File: config.mk
export PLATFORM = sky130hd
export DESIGN_NAME = parking_gate_arbiter
export DESIGN_NICKNAME = d
export VERILOG_FILES = /design/src/rtl/parking_pkg.sv /design/src/rtl/rr_arbiter.sv /design/src/rtl/parking_gate_arbiter.sv
export SDC_FILE = /design/constraint.sdc
export NUM_CORES = 1
export LEC_CHECK = 0
export ABC_AREA = 0
export CORE_MARGIN = 5
export CORE_UTILIZATION = 40
export DETAILED_ROUTE_END_ITERATION = 10
export PLACE_DENSITY = 0.73
export SYNTH_ARGS = -nofsm -noshare
export SYNTH_HDL_FRONTEND = slang
export SYNTH_SLANG_ARGS = --single-unit
File: constraint.sdc
create_clock -name clk -period 1.7 [get_ports clk]
set_clock_uncertainty 0.2 [all_clocks]
set_input_delay 0.255 -clock clk [delete_from_list [all_inputs] [get_ports clk]]
set_output_delay 0.255 -clock clk [all_outputs]
set_load 0.005 [all_outputs]
File: src/rtl/parking_pkg.sv
// ============================================================================
// Module      : parking_pkg
// Description : Shared types and constants for the car-park gate subsystem.
// Revision    : 1.0 - initial release
// ============================================================================
`default_nettype none

package parking_pkg;

    typedef enum logic [1:0] {
        IDLE  = 2'd0,
        OPEN  = 2'd1,
        CLOSE = 2'd2
    } gate_state_e;

    localparam int unsigned C_DEF_CAPACITY = 10;
    localparam int unsigned C_DEF_CNT_W    = 4;

    // Lane front-end passwords (consumed by the per-lane sensor blocks).
    localparam logic [3:0] C_PASSWORD_ENTRY = 4'hA;
    localparam logic [3:0] C_PASSWORD_EXIT  = 4'h5;

    function automatic int unsigned ptr_width(input int unsigned n);
        return (n > 1) ? $clog2(n) : 1;
    endfunction

endpackage : parking_pkg

`default_nettype wire

File: src/rtl/rr_arbiter.sv
// ============================================================================
// Module      : rr_arbiter
// Description : N-way round-robin arbiter; search starts at ptr, one-hot grant.
// Revision    : 1.0 - initial release
// ============================================================================
`default_nettype none

module rr_arbiter
    import parking_pkg::*;
#(
    parameter int unsigned N     = 2,
    parameter int unsigned PTR_W = ptr_width(N)
) (
    input  logic [N-1:0]     req,
    input  logic [PTR_W-1:0] ptr,
    output logic [N-1:0]     grant,
    output logic [PTR_W-1:0] next_ptr
);

    logic             found;
    logic [PTR_W-1:0] idx;

    always_comb begin
        grant    = '0;
        next_ptr = ptr;
        found    = 1'b0;
        idx      = '0;
        for (int i = 0; i < int'(N); i++) begin
            idx = PTR_W'((int'(ptr) + i) % int'(N));
            if (!found && req[idx]) begin
                found      = 1'b1;
                grant[idx] = 1'b1;
                next_ptr   = PTR_W'((int'(idx) + 1) % int'(N));
            end
        end
    end

endmodule : rr_arbiter

`default_nettype wire

File: src/rtl/parking_gate_arbiter.sv
// ============================================================================
// Module      : parking_gate_arbiter
// Description : Boom-gate arbiter and occupancy counter for the car park.
//               Optional grant timeout enabled by macro PARK_GATE_TIMEOUT_EN.
// Revision    : 1.0 - initial release
// ============================================================================
`default_nettype none

module parking_gate_arbiter
    import parking_pkg::*;
#(
    parameter int unsigned N_ENTRY  = 2,
    parameter int unsigned CAPACITY = C_DEF_CAPACITY,
    parameter int unsigned CNT_W    = C_DEF_CNT_W,
    parameter int unsigned TIMEOUT  = 255
) (
    input  logic               clk,
    input  logic               reset,
    input  logic [N_ENTRY-1:0] entry_req,
    input  logic               exit_req,
    input  logic               pass_done,
    output logic [N_ENTRY-1:0] entry_grant,
    output logic               exit_grant,
    output logic               gate_open,
    output logic [CNT_W-1:0]   occupancy,
    output logic               full,
    output logic               empty,
    output logic               timeout_pulse,
    output logic               GREENLED,
    output logic               REDLED
);

    localparam int unsigned C_PTR_W = ptr_width(N_ENTRY);

    if ((CAPACITY >= (2 ** CNT_W)) || (TIMEOUT < 1)) begin : g_param_check
        $error("parking_gate_arbiter: invalid CAPACITY/CNT_W/TIMEOUT");
    end

    gate_state_e        state_q, state_d;
    logic [CNT_W-1:0]   occ_q, occ_d;
    logic [C_PTR_W-1:0] ptr_q, ptr_d;
    logic [N_ENTRY-1:0] entry_grant_q, entry_grant_d;
    logic               exit_grant_q, exit_grant_d;
    logic [N_ENTRY-1:0] entry_elig;
    logic               exit_elig;
    logic [N_ENTRY-1:0] rr_grant;
    logic [C_PTR_W-1:0] rr_next_ptr;
    logic               expired;

    assign full       = (occ_q == CNT_W'(CAPACITY));
    assign empty      = (occ_q == '0);
    assign entry_elig = full ? '0 : entry_req;
    assign exit_elig  = exit_req & ~empty;

    rr_arbiter #(
        .N     (N_ENTRY),
        .PTR_W (C_PTR_W)
    ) u_rr_arbiter (
        .req      (entry_elig),
        .ptr      (ptr_q),
        .grant    (rr_grant),
        .next_ptr (rr_next_ptr)
    );

`ifdef PARK_GATE_TIMEOUT_EN
    localparam int unsigned C_TMR_W = (TIMEOUT > 1) ? $clog2(TIMEOUT) : 1;

    logic [C_TMR_W-1:0] tmr_q, tmr_d;
    logic               timeout_pulse_q, timeout_pulse_d;

    // Timer counts OPEN cycles from 0; expiry on the TIMEOUT-th OPEN cycle.
    assign expired = (state_q == OPEN) && (tmr_q == C_TMR_W'(TIMEOUT - 1));

    always_comb begin
        tmr_d           = '0;
        timeout_pulse_d = 1'b0;
        if (state_q == OPEN) begin
            tmr_d           = tmr_q + C_TMR_W'(1);
            timeout_pulse_d = expired && !pass_done;
        end
    end

    always_ff @(posedge clk) begin
        if (!reset) begin
            tmr_q           <= '0;
            timeout_pulse_q <= 1'b0;
        end else begin
            tmr_q           <= tmr_d;
            timeout_pulse_q <= timeout_pulse_d;
        end
    end

    assign timeout_pulse = timeout_pulse_q;
`else
    assign expired       = 1'b0;
    assign timeout_pulse = 1'b0;
`endif

    always_comb begin
        state_d       = state_q;
        occ_d         = occ_q;
        ptr_d         = ptr_q;
        entry_grant_d = '0;
        exit_grant_d  = 1'b0;
        case (state_q)
            IDLE: begin
                // Exit has fixed priority; the RR pointer only moves on an entry win.
                if (exit_elig) begin
                    state_d      = OPEN;
                    exit_grant_d = 1'b1;
                end else if (|entry_elig) begin
                    state_d       = OPEN;
                    entry_grant_d = rr_grant;
                    ptr_d         = rr_next_ptr;
                end
            end
            OPEN: begin
                if (pass_done) begin
                    state_d = CLOSE;
                    if (exit_grant_q) begin
                        if (occ_q != '0) occ_d = occ_q - CNT_W'(1);
                    end else if (occ_q != CNT_W'(CAPACITY)) begin
                        occ_d = occ_q + CNT_W'(1);
                    end
                end else if (expired) begin
                    state_d = CLOSE;
                end else begin
                    entry_grant_d = entry_grant_q;
                    exit_grant_d  = exit_grant_q;
                end
            end
            CLOSE:   state_d = IDLE;
            default: state_d = IDLE;
        endcase
    end

    always_ff @(posedge clk) begin
        if (!reset) begin
            state_q       <= IDLE;
            occ_q         <= '0;
            ptr_q         <= '0;
            entry_grant_q <= '0;
            exit_grant_q  <= 1'b0;
        end else begin
            state_q       <= state_d;
            occ_q         <= occ_d;
            ptr_q         <= ptr_d;
            entry_grant_q <= entry_grant_d;
            exit_grant_q  <= exit_grant_d;
        end
    end

    assign entry_grant = entry_grant_q;
    assign exit_grant  = exit_grant_q;
    assign gate_open   = (state_q == OPEN);
    assign occupancy   = occ_q;
    assign GREENLED    = gate_open;
    assign REDLED      = full;

endmodule : parking_gate_arbiter

`default_nettype wire

* Word-level counts from Yosys, hierarchy flattened
Index checks and enable logic that the tools add are counted.
** Storage, ports and cells
- Flip-flop bits (word level) :: 10
- Bits of input ports :: 6
- Output and inout bits :: 13
- Word-level logic and storage cells :: 64
** Cells by class
- $add $sub $neg :: 4
- Magnitude comparators :: 4
- Equal/unequal tests :: 6
- Mux-type cells :: 28
- Bitwise gates (word level) :: 4
- Reductions and logical operators :: 13
** Operators by type and width (count)
- $mux 2 :: 9
- $mux 4 :: 3
- $mux 1 :: 11
- $pmux 2 s2 :: 2
- $reduce_and 4->1 :: 2
- $add 4x1->4 const B :: 1
- $eq 4x4->1 const B :: 1
- $logic_not 4->1 :: 1
- $lt 1x2->1 const B :: 2
- $ne 4x4->1 const B :: 1
- $reduce_bool 2->1 :: 2
- $reduce_bool 4->1 :: 1
- $sub 4x1->4 const B :: 1
- $logic_and 1x1->1 :: 3
- $ne 3x3->1 const B :: 1
- $add 1x1->1 const B :: 2
- $demux 1 s1 :: 2
- $eq 2x1->1 const B :: 1
- $ge 1x1->1 const B :: 2
- $logic_not 2->1 :: 1
- $ne 2x1->1 const B :: 1
- $ne 2x2->1 const B :: 1
- $not 1->1 :: 2
- $or 2x2->2 :: 1
- 5 further kinds :: 5

* Longest topological paths before layout
Gate-level depths: netlist (run 1).
- Word-level depth :: 11
- Depth in mapped cells :: 5
- Mapped depth without buffers :: 5

* Modules after synthesis
Synthesis (run 1) repeated with hierarchy kept, for this count alone.
** Second synthesis, totals
- Cells, all modules :: 69
- Area total of the unflattened synthesis :: 649.4 um^2
** By module, submodules not included
- parking_gate_arbiter :: times used 1, cells each 64, area an instance 621.8 um^2, seq. area each 200.2 um^2
- rr_arbiter :: times used 1, cells each 5, area an instance 27.5 um^2, seq. area each 0.0 um^2

* Worst setup path before layout (run 1)
Ideal clock, no wire load.
- Path type :: register to register
- Start :: reg occ_q[3], in the netlist occupancy[3]
- End :: reg entry_grant_q[0], in the netlist entry_grant[0]
- Library setup time :: 0.117 ns
- Arrival :: 1.424 ns
- Data required time :: 1.383 ns
- Path slack :: -0.042 ns
- Cell stages (with the launch flop) :: 5
- Path buffers :: 0
- Clock period less this slack :: 1.742 ns
- Cells stage by stage :: dfxtp_1 > or3b_1 > a211oi_2 > nor3_1 > a32o_1
** Between the ends
- Cells in the longest elaborated chain, start to end :: 11
- Elaborated cells between the ends (all ways) :: 19
- Classes of those cells :: eq/ne: 1; mux: 11; bitwise: 3; reduce/logical: 4
** Ends and longest elaborated chain
- start: declaration :: line parking_gate_arbiter.sv:40 : logic [CNT_W-1:0] occ_q, occ_d;
- start signal: assignment :: line parking_gate_arbiter.sv:140 : occ_q <= '0;
- start signal: assignment :: line parking_gate_arbiter.sv:146 : occ_q <= occ_d;
- $eq 4x4->1 :: line parking_gate_arbiter.sv:50 : assign full = (occ_q == CNT_W'(CAPACITY));
- $mux 2 :: line parking_gate_arbiter.sv:52 : assign entry_elig = full ? '0 : entry_req;
- $mux 1 (implied by the code) (2 in series) :: line rr_arbiter.sv:30 : if (!found && req[idx]) begin
- $mux 1 :: line rr_arbiter.sv:30
- $logic_not 1->1 :: line rr_arbiter.sv:30
- $logic_and 1x1->1 :: line rr_arbiter.sv:30
- $mux 2 :: line rr_arbiter.sv:30
- $mux 2 :: line parking_gate_arbiter.sv:111 : end else if (|entry_elig) begin
- $mux 2 (*) :: line parking_gate_arbiter.sv:108 : if (exit_elig) begin
- $pmux 2 s2 (*) :: line parking_gate_arbiter.sv:105 : case (state_q)
- end signal: assignment :: line parking_gate_arbiter.sv:148 : entry_grant_q <= entry_grant_d;
- end: declaration :: line parking_gate_arbiter.sv:42 : logic [N_ENTRY-1:0] entry_grant_q, entry_grant_d;
Mark *: on every way between the ends. The rest lies on a longest branch, timed or not. The select of a mux whose other input is x is not followed.
A chain may end at the register's enable or synchronous reset.

* Final worst setup path (run 1)
- Start :: reg occ_q[0], in the netlist occupancy[0]
- End :: reg entry_grant_q[1], in the netlist entry_grant[1]
Same word-level chain as after synthesis.

==> reports/metrics.cfg, run 1 <==
[critical_path]
critPathSlowestCell = or3b_1
data_required_time_of_the_critical_path_ns = 1.66
crit_type = flip-flop to flip-flop
crit_chain = buf_6 -> or3b_1 -> a211oi_2 -> nor3_2 -> a32o_1
timing.reg2reg.worst_path_depth = 5
critical_path.max_stage_delay_ns = 0.36
timing.critical_path.fanout_max = 4
cp-end-kind = flip-flop
endpoint_of_the_most_critical_register_to_register_path = entry_grant[1]
kind_of_launch_point_of_the_worst_setup_path = flip-flop
timing.critical_path.max_delay_family = compound AO/OA/AOI/OAI gates
critical_path_arrival_ns = 1.72
worstReg2RegStart = occupancy[0]
cp_num_buf_inv = 1
reg2reg_slack_ns = -0.06

[outcome]
status = complete, but fails checks
failed_checks = negative setup slack

[yosys]
yosys_register_bits = 10
synth_fp_nets = 80
synth_seq_area_share = 0.322
yosys.cell_types.count = 34
synth-warning-count = 0
syn_area_sq_um = 622
avgSynthCellArea_sq_um = 8.76
synthCells = 71

[floorplanning]
fp.dieArea_sq_um = 2440
die_w_um = 49.4
effective_utilization_at_floorplan = 0.418
io_pins = 19
core.rowCount = 14
die_height_um = 49.4
coreArea_sq_um = 1490

[global_route]
grt_start_max_net_pins = 9
global_route.usage.total = 0.146
grt_pass1_wl_um = 2820
grt-ovfl-total = 0
first_global_vias = 631
antenna_found_initial = 0

[clock_network]
max-clock-path-buffers = 2
htree_num_levels = 1
clkSinkCount = 10
cts-buffers-inserted = 3
clock_latency_ns = 0.27
tritoncts = built
clk_pin_slew_ns = 0.07
cts.root.buffer_cell = clkbuf_4

[final_layout]
finalNetCount = 118
final_util = 0.670
area_growth_pct = 60.4
most_common_cell_after_layout_fill_and_taps_aside = buf_4
final_cells = 123
commonest_cells_after_routing_fill_and_taps_aside = buf_4 (19), clkdlybuf4s50_1 (10), nand2_1 (7), nor2_1 (6), dfxtp_1 (5)
postLayoutCellArea_sq_um = 997
post_route_cells_drive_above_1_share = 0.383
antenna-diode-count = 0

[route]
drt_iter0_markers = 17
vias_per_cell = 5.50
postRouteAntennaNets = 0
drt-total-wl_um = 1720
via_count = 677
drt_first_pass_iters = 4
wire_per_inst_um = 14.0
post-route-drc-count = 0

[place]
dpl.hpwl_um = 1200
dpl_cell_area_sq_um = 907
gp_congestion = 0.833
number_of_port_buffers = 17
place.detailed.instances = 116

[power_and_ir_drop]
static-leakage-power_uw = 0.000428
ir_worst_vdd_v = 0.000452
power-per-cell-area_nw_per_um2 = 578

[worst_hold_path]
hold_class = flip-flop to flip-flop
hold_path_depth = 1
timing.hold.worst.start = entry_grant[0]
timing.hold.worst_endpoint = entry_grant[0]

[timing]
clock.fmax_ghz = 0.567
fin_hold_ws_ns = 0.278
hold_violations = 0
period_minus_slack_ns = 1.76
rsz0062_at_grt = yes
worst_slack_ns = -0.0630
timing.final.setup_violations = 3
final_min_period_over_clock_period = 1.04
timing_max_transition_violations_final = 0
setup_tns_ns = -0.122

[flow_run]
max_cap_violations = 0

cell families (layout without fill, tap and decap cells):
kind of cell	Yosys count	after routing	share of synthesized area
buffers and inverters	9	45	0.0724
adder cells (fa/ha/maj)	3	3	0.0724
other	1	1	0.00603
flip-flops	10	10	0.322
AND/OR/NAND/NOR	30	30	0.294
multiplexers	2	2	0.0322
XOR/XNOR	1	1	0.0141
AO/OA/AOI/OAI	15	15	0.187
what timing repair did:
action                                  in CTS  in global routing
hold endpoints to repair                     0                  0
pin swaps                                    6                  4
buffers inserted                             3                  1
endpoints found under the setup margin      14                 10
resized for setup                           22                  8
hold buffers                                 0                  0
synthesized netlist by cell type, drive strengths merged:
cell	count	area, sq um
nor4	1	21.3
nand4b	1	8.76
nand2b	4	25.0
a32o	2	20.0
a211oi	2	20.0
nor4b	1	8.76
fa	1	20.0
ha	2	25.0
or3	1	6.26
o21ai	2	10.0
conb	1	3.75
dfxtp	10	200
and4bb	1	12.5
buf	4	26.3
nor2	6	22.5
o22a	1	8.76
nor2b	1	6.26
or3b	1	8.76
nor3	1	5.00
a21oi	3	15.0
o32ai	1	8.76
a211o	1	8.76
nand3	3	15.0
nand2	7	26.3
mux2i	2	20.0
xor2	1	8.76
inv	5	18.8
o31ai	1	7.51
o311ai	1	8.76
nor3b	1	7.51
o41ai	1	8.76
and3b	1	8.76
registers in the layout, summed over array words and instances, names as in the netlist:
signal / flops
entry_grant: 2
exit_grant: 1
ptr_q: 1
occupancy: 4
state_q: 2
stage by stage:
stage | total power (uW) | setup slack (ns)
floorplan | 332 | 0.0157
global placement | 408 | -0.0746
detailed placement | 409 | -0.103
CTS | 569 | -0.0573
global route | 607 | -0.121
finish | 576 | -0.0630
worst max-delay path by stage:
stage                endpoint  cells after the start         start  slack (ns)
3_5_place_dp            ptr_q                      5      exit_req       -0.10
5_1_grt        entry_grant[1]                      5  occupancy[0]       -0.12
6_report       entry_grant[1]                      5  occupancy[0]       -0.06
4_1_cts        entry_grant[1]                      5  occupancy[0]       -0.06
3_3_place_gp            ptr_q                      5      exit_req       -0.07
2_1_floorplan    occupancy[3]                      5  occupancy[2]        0.02
cell type report:
type,instances,area [sq um]
Clock buffer,3,22.5
Inverter,5,18.8
Tap cell,16,20.0
Fill cell,123,492
Multi-Input combinational cell,52,415
Timing Repair Buffer,37,304
Sequential cell,10,216
per-layer routing:
metal  GRT usage  vias to the layer above  routed length (um)
li1            -                      328                   -
met1       0.170                      323                 792
met2       0.249                       23                 791
met3      0.0336                        3                 110
met4      0.0655                        0                  27
met5           0                        -                   0
where the power goes:
part / switching, uW / internal (uW)
clock network: 81.9 / 81.8
registers: 11.8 / 244
logic: 68.3 / 88.4
Note: power is estimated with default switching activity, not from simulation.
==> run 2, diff against run 1 <==
- CAP_MARGIN: unset -> 20
==> results of run 2 <==
No change in the layout: final DEF, timing and power equal those of run 1.
==> variant 1, RTL diff (settings of run 1) <==
Register the outputs `GREENLED` and `REDLED`; this adds one clock of latency there. The other outputs are not delayed to match.
--- a/src/rtl/parking_gate_arbiter.sv
+++ b/src/rtl/parking_gate_arbiter.sv
@@ -154,8 +154,10 @@
     assign exit_grant  = exit_grant_q;
     assign gate_open   = (state_q == OPEN);
     assign occupancy   = occ_q;
-    assign GREENLED    = gate_open;
-    assign REDLED      = full;
+    always_ff @(posedge clk) begin
+        GREENLED <= gate_open;
+        REDLED   <= full;
+    end
 
 endmodule : parking_gate_arbiter
 
Formal check against the unedited RTL: not equivalent (Yosys sat finds a counterexample within 4 cycles, from zero or initial values and one cycle with reset low).
==> variant 1 against run 1 <==
- critical path depth rose by 1
- power is 15% higher
- worst hold slack improved by 0.0055 ns
- sequential power grew 20%
- setup slack better by 0.071 ns
- wire length grew 11%
- sequential cell count increased by 2
- area after synthesis increased by 11%
- design area grew 11%
- combinational power increased by 12%
==> variant 1: results (changes against run 1) <==
stage	metric	value	unit	change
synthesis	syn_nets	88		+10%
detailed_routing	Vias	720		+6.4%
detailed_routing	First DRT Iteration DRCs	2		-15
final_layout	layout cell share with drive strength beyond 1	35.3	%	-3.0 points
place	DP Area	982	um^2	+8.3%
global_routing	pin count of the biggest net entering global routing	14		+5
floorplanning	Cell Rows	15		+1
hold_path	WHS Path Cells	2		+1
critical_path	setup slack, reg-to-reg	0.007	ns	+0.07 ns
detailed_routing	Routed met2 length	946	um	+20%
status	outcome	complete, no violations		
global_routing	grt met2 use	27.3	%	+2.4 points
timing	hold slack	0.284	ns	+0.00554 ns
pwr	clk pwr	0.000178	W	+9%
critical_path	worst r2r path cells	6		+1
detailed_routing	met3 wire len	66	um	-40%
pwr	Sw Share	28.0	%	-0.12 points
global_routing	M3 GR Usage	3.44	%	+0.074 points
pwr	Comb pwr share	26.7	%	-0.5 points
global_routing	met1 Use GR	18.4	%	+1.4 points
place	placed cell count	123		+6.0%
global_routing	first-pass GRT wire length	3160	um	+12%
final_layout	Seq area share	22.8	%	+1.1 points
place	Setup WS pre-CTS	0.00606	ns	+0.109 ns
final_layout	non-clk buf share	30.9	%	+0.43 points
synthesis	number of distinct library cells after synthesis	36		+5.9%
pwr	VDD IR max	0.000319	V	-30%
pwr	P_leak	0.512	nW	+20%
global_routing	vias in the first global route	708		+12%
final_layout	nets	127		+7.6%
pwr	Psw	0.000185	W	+14%
global_routing	GRT Total Usage	16.6	%	+2.0 points
final_layout	ClkCell Share	2.04	%	-0.22 points
critical_path	Worst Path Max Fanout	5		+1
critical_path	CP endpoint	ptr_q		
detailed_routing	met1 wire length	824	um	+4.0%
final_layout	bufs w/o clock	38		+2.7%
final_layout	Seq Cell Count	12		+2
==> variant 1: cell count changes in the layout (fill, tap and decap cells not counted), sizes merged, moves of 2 or more <==
cell,run 1,this run
a32o,2,0
dlygate4sd2,4,7
nand2,7,10
clkbuf,6,4
dfxtp,10,12
o21ai,2,5
==> variant 1: what timing repair did <==
item                       4_1_cts  5_1_grt
pin swaps                        1        7
setup endpoints to repair        9        6
resized for setup               17        9
buffers inserted                 6        2
hold buffers                     0        0
==> variant 1: kinds of logic (layout without fill, tap and decap cells) <==
logic type	count (synthesis)	in the layout	share of synthesized area [%]
buffers and inverters	9	46	6.69
adder cells (fa/ha/maj)	3	3	6.51
other	1	1	0.542
multiplexers	3	3	4.52
flip-flops	12	12	34.7
AO/OA/AOI/OAI	17	17	18.6
AND/OR/NAND/NOR	33	33	27.1
XOR/XNOR	1	1	1.27
==> variant 2, RTL diff (flow settings as in run 1) <==
Made on the original files. The option `PARK_GATE_TIMEOUT_EN` is turned on by a define.
--- a/src/rtl/parking_gate_arbiter.sv
+++ b/src/rtl/parking_gate_arbiter.sv
@@ -5,6 +5,8 @@
 // Revision    : 1.0 - initial release
 // ============================================================================
 `default_nettype none
+
+`define PARK_GATE_TIMEOUT_EN
 
 module parking_gate_arbiter
     import parking_pkg::*;
Check against the original RTL: no difference found for any inputs over 10 cycles, from zero or initial values and one cycle with reset low; that may be too few to reach the edited logic, so the function may still have changed.
==> variant 2 against run 1 <==
- the flow still finishes with violations (negative setup slack)
- highest routed layer unchanged
- clock power is 46% higher
- power is 71% higher
- core utilization is 7.4 points lower
- global-route usage hardly changed
- sequential cell count is 9 higher
- synthesized cell count is 59% higher
- combinational power is 66% higher
- wire length is 39% higher
- maximum frequency is 1.8% lower
- setup slack worse by 0.032 ns
- area after synthesis is 61% higher
- design area is 45% higher
- sequential power is 90% higher
==> variant 2: results (changes against run 1) <==
stage	metric	value	unit	change
global_routing	first-pass GRT wire length	4030	um	+43%
synthesis	commonest cells in the netlist	19 x dfxtp_1, 13 x nor2_1, 9 x nand2_1		
synthesis	Synth Area in Compound Gates	16.4	%	-2.3 points
detailed_routing	Vias	955		+41%
synthesis	number of distinct library cells after synthesis	38		+12%
place	PortBufs	18		+1
place	Setup WS pre-CTS	-0.110	ns	-0.00624 ns
final_layout	layout cell share with drive strength beyond 1	32.0	%	-6.3 points
clock_network	Worst-path clk slew	0.11	ns	+0.04 ns
critical_path	Critical R2R Capture	occupancy[3]		
synthesis	register area share after synthesis	38.0	%	+5.9 points
global_routing	GRT Total Usage	14.6	%	-0.018 points
timing	Fin Setup TNS	-0.170	ns	-0.0481 ns
critical_path	CP peak stage delay	0.40	ns	+0.04 ns
synthesis	XOR/XNOR Fraction of Synth Area	6.13	%	+4.7 points
critical_path	worst r2r src	exit_grant		
final_layout	Top reg by flops	tmr_q		
critical_path	Critical Path Source	exit_grant		
global_routing	vias in the first global route	978		+55%
pwr	Sw Share	29.0	%	+0.85 points
critical_path	CP arrival	1.80	ns	+0.08 ns
timing	hold slack	0.279	ns	+0.00140 ns
place	HPWL after DPL	1830	um	+52%
detailed_routing	First DRT Iteration DRCs	49		+32
synthesis	Synth Area in Adders	7.01	%	-0.23 points
synthesis	mux cell area share after synthesis	1.13	%	-2.1 points
pwr	total power	0.000986	W	+71%
hold_path	Worst Hold Class	register to register		
detailed_routing	mean routed wirelength per cell	13.3	um	-5.1%
global_routing	pin count of the biggest net entering global routing	13		+4
synthesis	syn_nets	124		+55%
hold_path	WHS Path Cells	1		unchanged
timing	post-route setup slack	-0.0947	ns	-0.0317 ns
place	DP Area	0.00132	mm^2	+46%
status	outcome	finished with violations		
pwr	VDD IR max	0.000760	V	+68%
timing	relative max-transition margin	74.9	%	
critical_path	CP max stage cell	dfxtp_4		
synthesis	top cells by area, synth	dfxtp_1 38%, xor2_1 5.3%, ha_1 5.0%		
place	placed cell count	170		+47%
synthesis	Mapped Cells	113		+59%
clock_network	post-CTS setup buffers	6		+3
detailed_routing	Vias/cell	5.31		-3.6%
clock_network	CTS Buf Count	3		unchanged
final_layout	flip-flop count of the largest register after layout	8		+4
pwr	Comb pwr share	26.3	%	-0.9 points
final_layout	nets	162		+37%
pwr	clock network power share	24.2	%	-4.2 points
pwr	P_leak	0.628	nW	+47%
place	gpl congestion	0.893		+7.3%
clock_network	post-CTS resize count	32		+45%
clock_network	clock tree buffer depth	2		unchanged
timing	# setup viols final	3		unchanged
status	violated checks	negative setup slack		
clock_network	Worst-Skew Late Latency	0.30	ns	+0.03 ns
==> variant 2: cell types whose count changed in the layout (fill, tap and decap cells not counted), moves of 3 or more <==
| cell | run 1 | this run |
|---|---|---|
| buf_2 | 0 | 3 |
| xor2_1 | 1 | 6 |
| and3_1 | 0 | 3 |
| nor2_1 | 6 | 11 |
| dfxtp_1 | 5 | 14 |
| nand3_1 | 3 | 6 |
| buf_6 | 1 | 4 |
| clkbuf_2 | 3 | 0 |
| o21a_1 | 0 | 3 |
==> variant 2: routing by layer <==
metal / share of wire [%] / track usage, %
met2: 53 / 26.2
met1: 39 / 16.0
met3: 6.1 / 4.54
met4: 0.96 / 4.75
met5: 0 / 0
==> variant 2: area by class of cell <==
type,instances,area (um^2)
tap,30,37.5
clock inverter,1,6.26
clock buffer,3,22.5
timing repair buffer,40,338
sequential,19,394
multi-input combinational,81,628
inverter,6,22.5
fill,221,983
